File: src/rtl/rv32ima_pkg.sv
// rtl/rv32ima_pkg.sv - shared core types plus memory arbiter state and mode enums
package rv32ima_pkg;

    localparam int XLEN         = 32;
    localparam int LDST_WIDTH_W = 2;

    typedef logic [XLEN-1:0] word_t;

    typedef enum logic [0:0] {
        ARB_IDLE  = 1'b0,
        ARB_GRANT = 1'b1
    } arb_state_t;

    typedef enum logic [0:0] {
        ARB_FIXED = 1'b0,
        ARB_RR    = 1'b1
    } arb_mode_t;

    // Round-robin successor of channel g among n channels.
    function automatic int rr_next(input int g, input int n);
        return (g + 1 >= n) ? 0 : g + 1;
    endfunction

endpackage

File: src/rtl/arb_picker.sv
// rtl/arb_picker.sv - combinational winner selection, fixed priority or round-robin from a pointer
module arb_picker
    import rv32ima_pkg::*;
#(
    parameter int NUM_CH = 2,
    parameter int CH_W   = 1
) (
    input  logic [NUM_CH-1:0] req_i,
    input  logic [CH_W-1:0]   rr_ptr_i,
    input  arb_mode_t         mode_i,
    output logic [CH_W-1:0]   win_o,
    output logic              any_o
);

    int   idx;
    logic found;

    always_comb begin
        win_o = '0;
        any_o = |req_i;
        found = 1'b0;
        idx   = 0;
        for (int i = 0; i < NUM_CH; i++) begin
            idx = (mode_i == ARB_RR) ? (int'(rr_ptr_i) + i) % NUM_CH : i;
            if (!found && req_i[idx]) begin
                found = 1'b1;
                win_o = CH_W'(idx);
            end
        end
    end

endmodule

File: src/rtl/mem_arbiter.sv
// rtl/mem_arbiter.sv - merges NUM_CH requesters onto one ren/wen/hit memory port
// Grant is held until mem_hit, abandon by the requester, or a watchdog abort.
module mem_arbiter
    import rv32ima_pkg::*;
#(
    parameter int NUM_CH     = 2,
    parameter int ARB_MODE   = 0,
    parameter int WAIT_LIMIT = 255,
    localparam int CH_W      = (NUM_CH > 1) ? $clog2(NUM_CH) : 1
) (
    input  logic                             clk,
    input  logic                             nrst,
    input  logic [NUM_CH-1:0]                req_ren,
    input  logic [NUM_CH-1:0]                req_wen,
    input  logic [NUM_CH*XLEN-1:0]           req_addr,
    input  logic [NUM_CH*XLEN-1:0]           req_store,
    input  logic [NUM_CH*LDST_WIDTH_W-1:0]   req_width,
    output logic [XLEN-1:0]                  req_load,
    output logic [NUM_CH-1:0]                req_hit,
    output logic                             mem_ren,
    output logic                             mem_wen,
    output logic [XLEN-1:0]                  mem_addr,
    output logic [XLEN-1:0]                  mem_store,
    output logic [LDST_WIDTH_W-1:0]          mem_width,
    input  logic [XLEN-1:0]                  mem_load,
    input  logic                             mem_hit,
    output logic [CH_W-1:0]                  grant,
    output logic                             busy,
    output logic                             timeout
);

    localparam int        WC_W = (WAIT_LIMIT > 0) ? $clog2(WAIT_LIMIT + 1) : 1;
    localparam arb_mode_t MODE = (ARB_MODE == 1) ? ARB_RR : ARB_FIXED;

    arb_state_t        state_q, state_d;
    logic [CH_W-1:0]   grant_q, grant_d;
    logic [CH_W-1:0]   rr_q, rr_d;
    logic [WC_W-1:0]   wcnt_q, wcnt_d;

    logic [NUM_CH-1:0] req_vec;
    logic [CH_W-1:0]   win;
    logic              any_req;
    logic              in_grant;
    logic              g_ren, g_wen, g_act;
    word_t             g_addr, g_store;
    logic [LDST_WIDTH_W-1:0] g_width;
    logic              wd_limit;
    logic              done;

    assign req_vec  = req_ren | req_wen;
    assign in_grant = (state_q == ARB_GRANT);

    arb_picker #(
        .NUM_CH (NUM_CH),
        .CH_W   (CH_W)
    ) u_picker (
        .req_i    (req_vec),
        .rr_ptr_i (rr_q),
        .mode_i   (MODE),
        .win_o    (win),
        .any_o    (any_req)
    );

    always_comb begin
        g_ren   = req_ren[grant_q];
        g_wen   = req_wen[grant_q];
        g_act   = g_ren | g_wen;
        g_addr  = req_addr[int'(grant_q)*XLEN +: XLEN];
        g_store = req_store[int'(grant_q)*XLEN +: XLEN];
        g_width = req_width[int'(grant_q)*LDST_WIDTH_W +: LDST_WIDTH_W];
    end

    // A hit on the limit cycle takes precedence; an abandoned grant never times out.
    assign wd_limit = (WAIT_LIMIT != 0) && (wcnt_q == WC_W'(WAIT_LIMIT));
    assign timeout  = in_grant & g_act & ~mem_hit & wd_limit;
    assign done     = in_grant & (~g_act | mem_hit | timeout);

    always_comb begin
        state_d = state_q;
        grant_d = grant_q;
        rr_d    = rr_q;
        wcnt_d  = wcnt_q;
        case (state_q)
            ARB_IDLE: begin
                if (any_req) begin
                    state_d = ARB_GRANT;
                    grant_d = win;
                    wcnt_d  = '0;
                end
            end
            ARB_GRANT: begin
                if (done) begin
                    state_d = ARB_IDLE;
                    rr_d    = CH_W'(rr_next(int'(grant_q), NUM_CH));
                end else if (WAIT_LIMIT != 0) begin
                    wcnt_d  = wcnt_q + WC_W'(1);
                end
            end
            default: state_d = ARB_IDLE;
        endcase
    end

    always_ff @(posedge clk or negedge nrst) begin
        if (!nrst) begin
            state_q <= ARB_IDLE;
            grant_q <= '0;
            rr_q    <= '0;
            wcnt_q  <= '0;
        end else begin
            state_q <= state_d;
            grant_q <= grant_d;
            rr_q    <= rr_d;
            wcnt_q  <= wcnt_d;
        end
    end

    always_comb begin
        mem_wen   = in_grant & g_wen;
        mem_ren   = in_grant & g_ren & ~g_wen;
        mem_addr  = (in_grant & g_act) ? g_addr  : '0;
        mem_store = (in_grant & g_act) ? g_store : '0;
        mem_width = (in_grant & g_act) ? g_width : '0;
        req_hit   = '0;
        if (in_grant && g_act && mem_hit) begin
            req_hit[grant_q] = 1'b1;
        end
    end

    assign req_load = nrst ? mem_load : '0;
    assign busy     = in_grant;
    assign grant    = grant_q;

endmodule
File: config.mk
export PLATFORM = sky130hd
export DESIGN_NAME = mem_arbiter
export DESIGN_NICKNAME = d
export VERILOG_FILES = /design/src/rtl/rv32ima_pkg.sv /design/src/rtl/arb_picker.sv /design/src/rtl/mem_arbiter.sv
export SDC_FILE = /design/constraint.sdc
export NUM_CORES = 1
export LEC_CHECK = 0
export CAP_MARGIN = 5
export CORE_AREA = 8 8 100 102
export CTS_CLUSTER_SIZE = 30
export DETAILED_ROUTE_END_ITERATION = 16
export DIE_AREA = 0 0 108 110
export PLACE_DENSITY = 0.77
export SETUP_SLACK_MARGIN = 0.15
export SLEW_MARGIN = 20
export SYNTH_ARGS = -nofsm -noshare
export SYNTH_HDL_FRONTEND = slang
export SYNTH_SLANG_ARGS = --single-unit
File: constraint.sdc
create_clock -name clk -period 4.25 [get_ports clk]
set_input_delay 0.85 -clock clk [delete_from_list [all_inputs] [get_ports clk]]
set_output_delay 0.85 -clock clk [all_outputs]
set_load 0.05 [all_outputs]
### Word level (Yosys, flattened, before mapping)

Index checks and enable logic that the tools add are counted.

* add/subtract/negate cells: 1
* shift operators: 3
* reduce and logical (&&, ||, !) cells: 8
* magnitude comparators: 2
* multiplexer cells: 19
* equal/unequal tests: 3
* bitwise gates (word level): 15

Operators with widths (number)
* $shiftx 64x7->32: 2
* $mux 32: 3
* $mux 8: 2
* $pmux 8 s2: 1
* $mux 1: 9
* $add 8x1->8 const B: 1
* $eq 8x8->1 const B: 1
* $and 1x1->1: 7
* $logic_and 1x1->1: 4
* $mux 2: 2
* $ne 2x2->1 const B: 2
* $not 1->1: 4
* $reduce_and 2->1: 2
* $shiftx 4x3->2: 1
* $or 1x1->1: 3
* $lt 1x2->1 const B: 1
* $or 2x2->2: 1
* $pmux 1 s2: 1
* $reduce_or 2->1: 1
* $demux 1 s1: 1
* $ge 1x1->1 const B: 1
* $logic_not 1->1: 1

* register bits after elaboration: 10
* output and inout bits: 105
* word-level logic and storage cells: 54
* input bits: 171

### Longest topological paths before layout

Gate-level depths: netlist of the first run.

* depth after elaboration: 10
* gate-level depth with buffers: 6
* depth with buffers taken out: 5

### Hierarchy

Synthesis of the first run repeated with hierarchy kept, for this count alone.

* cell total of the unflattened synthesis: 268
* area, all modules: 1935.6 um^2

Modules (own cells, without submodules)
* mem_arbiter: seq. area each 275.3 um^2, area an instance 1918.1 um^2, cells an instance 265, times used 1
* arb_picker: seq. area each 0.0 um^2, area an instance 17.5 um^2, cells an instance 3, times used 1

### Worst setup path before layout of the first run

Ideal clock, no wire load.

* path kind: input -> output
* start point: input req_ren[1]
* end point: output req_hit[0]
* slack: 926 ps
* arrival: 2474 ps
* buffers on the path: 1
* data required time: 3400 ps
* stages on the path: 4
* path through: or3b_1 nand3_1 buf_4 nor3b_1

* cells in the longest elaborated chain, start to end: 6

RTL lines
* start, declared: line mem_arbiter.sv:13 `input logic [NUM_CH-1:0] req_ren,`
* $mux 1 (not written as such) (2 in series): line mem_arbiter.sv:65 `g_ren = req_ren[grant_q];`
* $or 1x1->1: line mem_arbiter.sv:67 `g_act = g_ren | g_wen;`
* $logic_and 1x1->1 (2 in series): line mem_arbiter.sv:124 `if (in_grant && g_act && mem_hit) begin`
* $mux 2: line mem_arbiter.sv:124
* end, declared: line mem_arbiter.sv:19 `output logic [NUM_CH-1:0] req_hit,`

Every way passes these cells. The select of a mux whose other input is x is not followed.

### Worst setup path in the final report of the first run

* start point: input req_wen[1]
* end point: output timeout

* cells in the longest elaborated chain, start to end: 6

RTL lines
* start, declared: line mem_arbiter.sv:14 `input logic [NUM_CH-1:0] req_wen,`
* $mux 1 (not written as such) (2 in series): line mem_arbiter.sv:66 `g_wen = req_wen[grant_q];`
* $or 1x1->1: line mem_arbiter.sv:67
* $and 1x1->1 (3 in series): line mem_arbiter.sv:75 `assign timeout = in_grant & g_act & ~mem_hit & wd_limit;`
* end, declared: line mem_arbiter.sv:29 `output logic timeout`

Every way passes these cells. The select of a mux whose other input is x is not followed.

==> out/metrics.cfg, run 1 <==
[status]
status = completed

[die]
initial_core_util = 0.215
top_level_ports = 276
fp-row-count = 34
die_h_um = 110
die_area_um2 = 11900
die_x_um = 108
core-area_um2 = 8470

[detailed_routing]
drc_errors = 0
routed_via_density = 4.33
wire_per_inst_um = 18.9
dr_total_vias = 2675
drt_wl_total_um = 11700
firstDrtPassIters = 4
drt_iter0_drc = 149
antenna_left = 0

[logic_synthesis]
synth_most_common_cell = mux2i_1
synth_top_area_share = 0.396
synth-main-ff-cell = dfrtp_1
async_flop_share = 1.00
synth_area_um2 = 1820
ys_ff_latch = 10
synth-seq-area-share = 0.138
synthTopCellsByArea = mux2i_1 (40%), nor2_1 (14%), dfrtp_1 (14%)
synth_area_leader_cell = mux2i_1
synthCells = 247
avgSynthCellArea_um2 = 7.37
syn_nets = 419
ys_top_cells_by_count = mux2i_1 (72), nor2_1 (70), and2_1 (33), dfrtp_1 (10), nand2_1 (10)
ys_warn_count = 0
synth_edf_count = 0
synth_cell_types = 31

[placement]
place_area_um2 = 4950
dpl_worst_slack_ns = 0.583
place.gp.congestion = 0.852
place.port_buffers = 275
dp_hpwl_um = 10100

[timing]
fin_skew_ns = 0.00515
tns_ns = 0
finalHoldViolations = 0
setup_violations = 0
rsz0062_at_grt = false
period_minus_slack_ns = 3.67
fin_ws_ns = 0.577
holdWs_ns = 0.484
max_slew_margin = 0.559
worst_pin_slew_ns = 0.662
fmax_mhz = 272
report.final.slew_viol_count = 0
period_share = 0.864

[pwr]
sw_frac_of_total = 0.567
comb_power_share = 0.894
power-per-cell-area_nw_per_um2 = 625
max-vdd-ir-drop_v = 0.000411
clkPwrFrac = 0.037
power_frac_seq = 0.068
p_leak_nw = 2.15
p_int_w = 0.00135
power.switching_w = 0.00177

[grt]
grt_pass1_vias = 2766
antenna_found_initial = 0
grt-ovfl-total = 0
grt_usage = 0.175
grt_max_degree = 43
grt_pass1_wl_um = 16400

[finish]
drive_gt1_frac = 0.161
area_growth_pct = 175
nets = 683
num_antenna_cells = 0
design_area_um2 = 5010

[setup_path]
r2r_start = grant
cp_max_fo = 10
crit_path_end_kind = primary output
cpMostUsedCell = clkdlybuf4s50_1
cp_data_required_time_ns = 3.40
slowest_stage = clkdlybuf4s50_1
r2r_cells = 4
worstSetupEndpoint = timeout
crit_chain = clkdlybuf4s50_1 -> or3b_1 -> nand4b_4 -> nor3_1 -> clkdlybuf4s50_1
cpPeakStageDelay_ns = 0.84
critPathLaunch = req_wen[1]
start_kind = primary input
crit_type = primary input to primary output
crit_arrival_ns = 2.82
reg2reg_to = wcnt_q[7]
ff2ff_setup_slack_ns = 2.30

[cts]
cts_tree = done
clkLatencyLatePin_ns = 0.23
clk_pin_slew_ns = 0.05
cts.sinks = 10
numCtsBuffers = 3
cts_buffer_depth = 2
root_buffer = clkbuf_8
hold_buffers = 0
post_cts_resized = 0
cts_setup_buffers = 0
cts-htree-levels = 1

[hold_path]
hp-class = flip-flop to flip-flop

[flow_run]
maxCapViolCount = 0

==> cell type report <==
type                       count  area, um^2
tap                          108         135
inverter                       2        7.51
timing repair buffer         279        3100
sequential                    10         254
clock buffer                   4        55.1
fill                         735        3460
multi-input combinational    215        1460
==> how the worst min path moves through the flow <==
stage          startpoint         to  slack (ns)  cells past startpoint
2_1_floorplan   wcnt_q[6]  wcnt_q[6]        0.44                      1
3_3_place_gp    wcnt_q[6]  wcnt_q[6]        0.46                      1
3_5_place_dp    wcnt_q[6]  wcnt_q[6]        0.48                      1
4_1_cts         wcnt_q[6]  wcnt_q[6]        0.48                      1
5_1_grt         wcnt_q[6]  wcnt_q[6]        0.52                      1
6_report        wcnt_q[6]  wcnt_q[6]        0.48                      1
==> placed cells by master, fill, tap and decap left out, drive strengths merged, types with 4 or more instances in the layout <==
master / n
and2: 33
buf: 74
clkbuf: 4
clkdlybuf4s50: 205
dfrtp: 10
mux2i: 72
nand2: 10
nand3: 4
nor2: 70
==> flip-flops by register name, indices dropped and copies added, names as in the netlist <==
name	count
wcnt_q	8
grant	1
busy	1
==> logic make-up (layout without fill, tap and decap cells) <==
group           count (synthesis)  after routing  share of synthesized area
simple gates                  132            132                      0.358
mux                            72             72                      0.396
buf+inv                        22            285                     0.0619
compound gates                 10             10                     0.0399
flops                          10             10                      0.138
fa+ha+maj                       1              1                    0.00688
==> stage by stage <==
stage | utilization | std cells | total power [W]
final | 0.592 | 618 | 0.00313
after global routing | 0.592 | 618 | 0.00326
after CTS | 0.592 | 618 | 0.00316
after detailed placement | 0.585 | 614 | 0.00304
after global placement | 0.585 | 614 | 0.00301
after floorplan | - | 247 | 0.00184
==> critical path: cells and delay by family <==
family | cells | cell delay, ns
buf+inv | 2 | 1.38
simple gates | 3 | 0.59
==> power groups by stage <==
stage / Combinational, W / Clock [W] / Sequential, W
CTS: 0.00283 / 0.000121 / 0.000216
detailed placement: 0.00282 / 0 / 0.000218
finish: 0.00280 / 0.000117 / 0.000214
floorplan: 0.00168 / 0 / 0.000158
global route: 0.00291 / 0.000127 / 0.000223
global placement: 0.00280 / 0 / 0.000214
==> metal layers <==
layer / part of all wire / wire [um] / up-vias / global-route usage
li1: - / - / 1365 / -
met1: 0.36 / 4160 / 1193 / 0.187
met2: 0.56 / 6520 / 105 / 0.346
met3: 0.070 / 823 / 12 / 0.0355
met4: 0.017 / 200 / 0 / 0.0317
met5: 0 / 0 / - / 0
Note: power is estimated with default switching activity, not from simulation.
==> run 2, diff against run 1 <==
- TNS_END_PERCENT: default -> 1
==> results of run 2 <==
The final DEF is identical to that of run 1; final timing and power are the same.
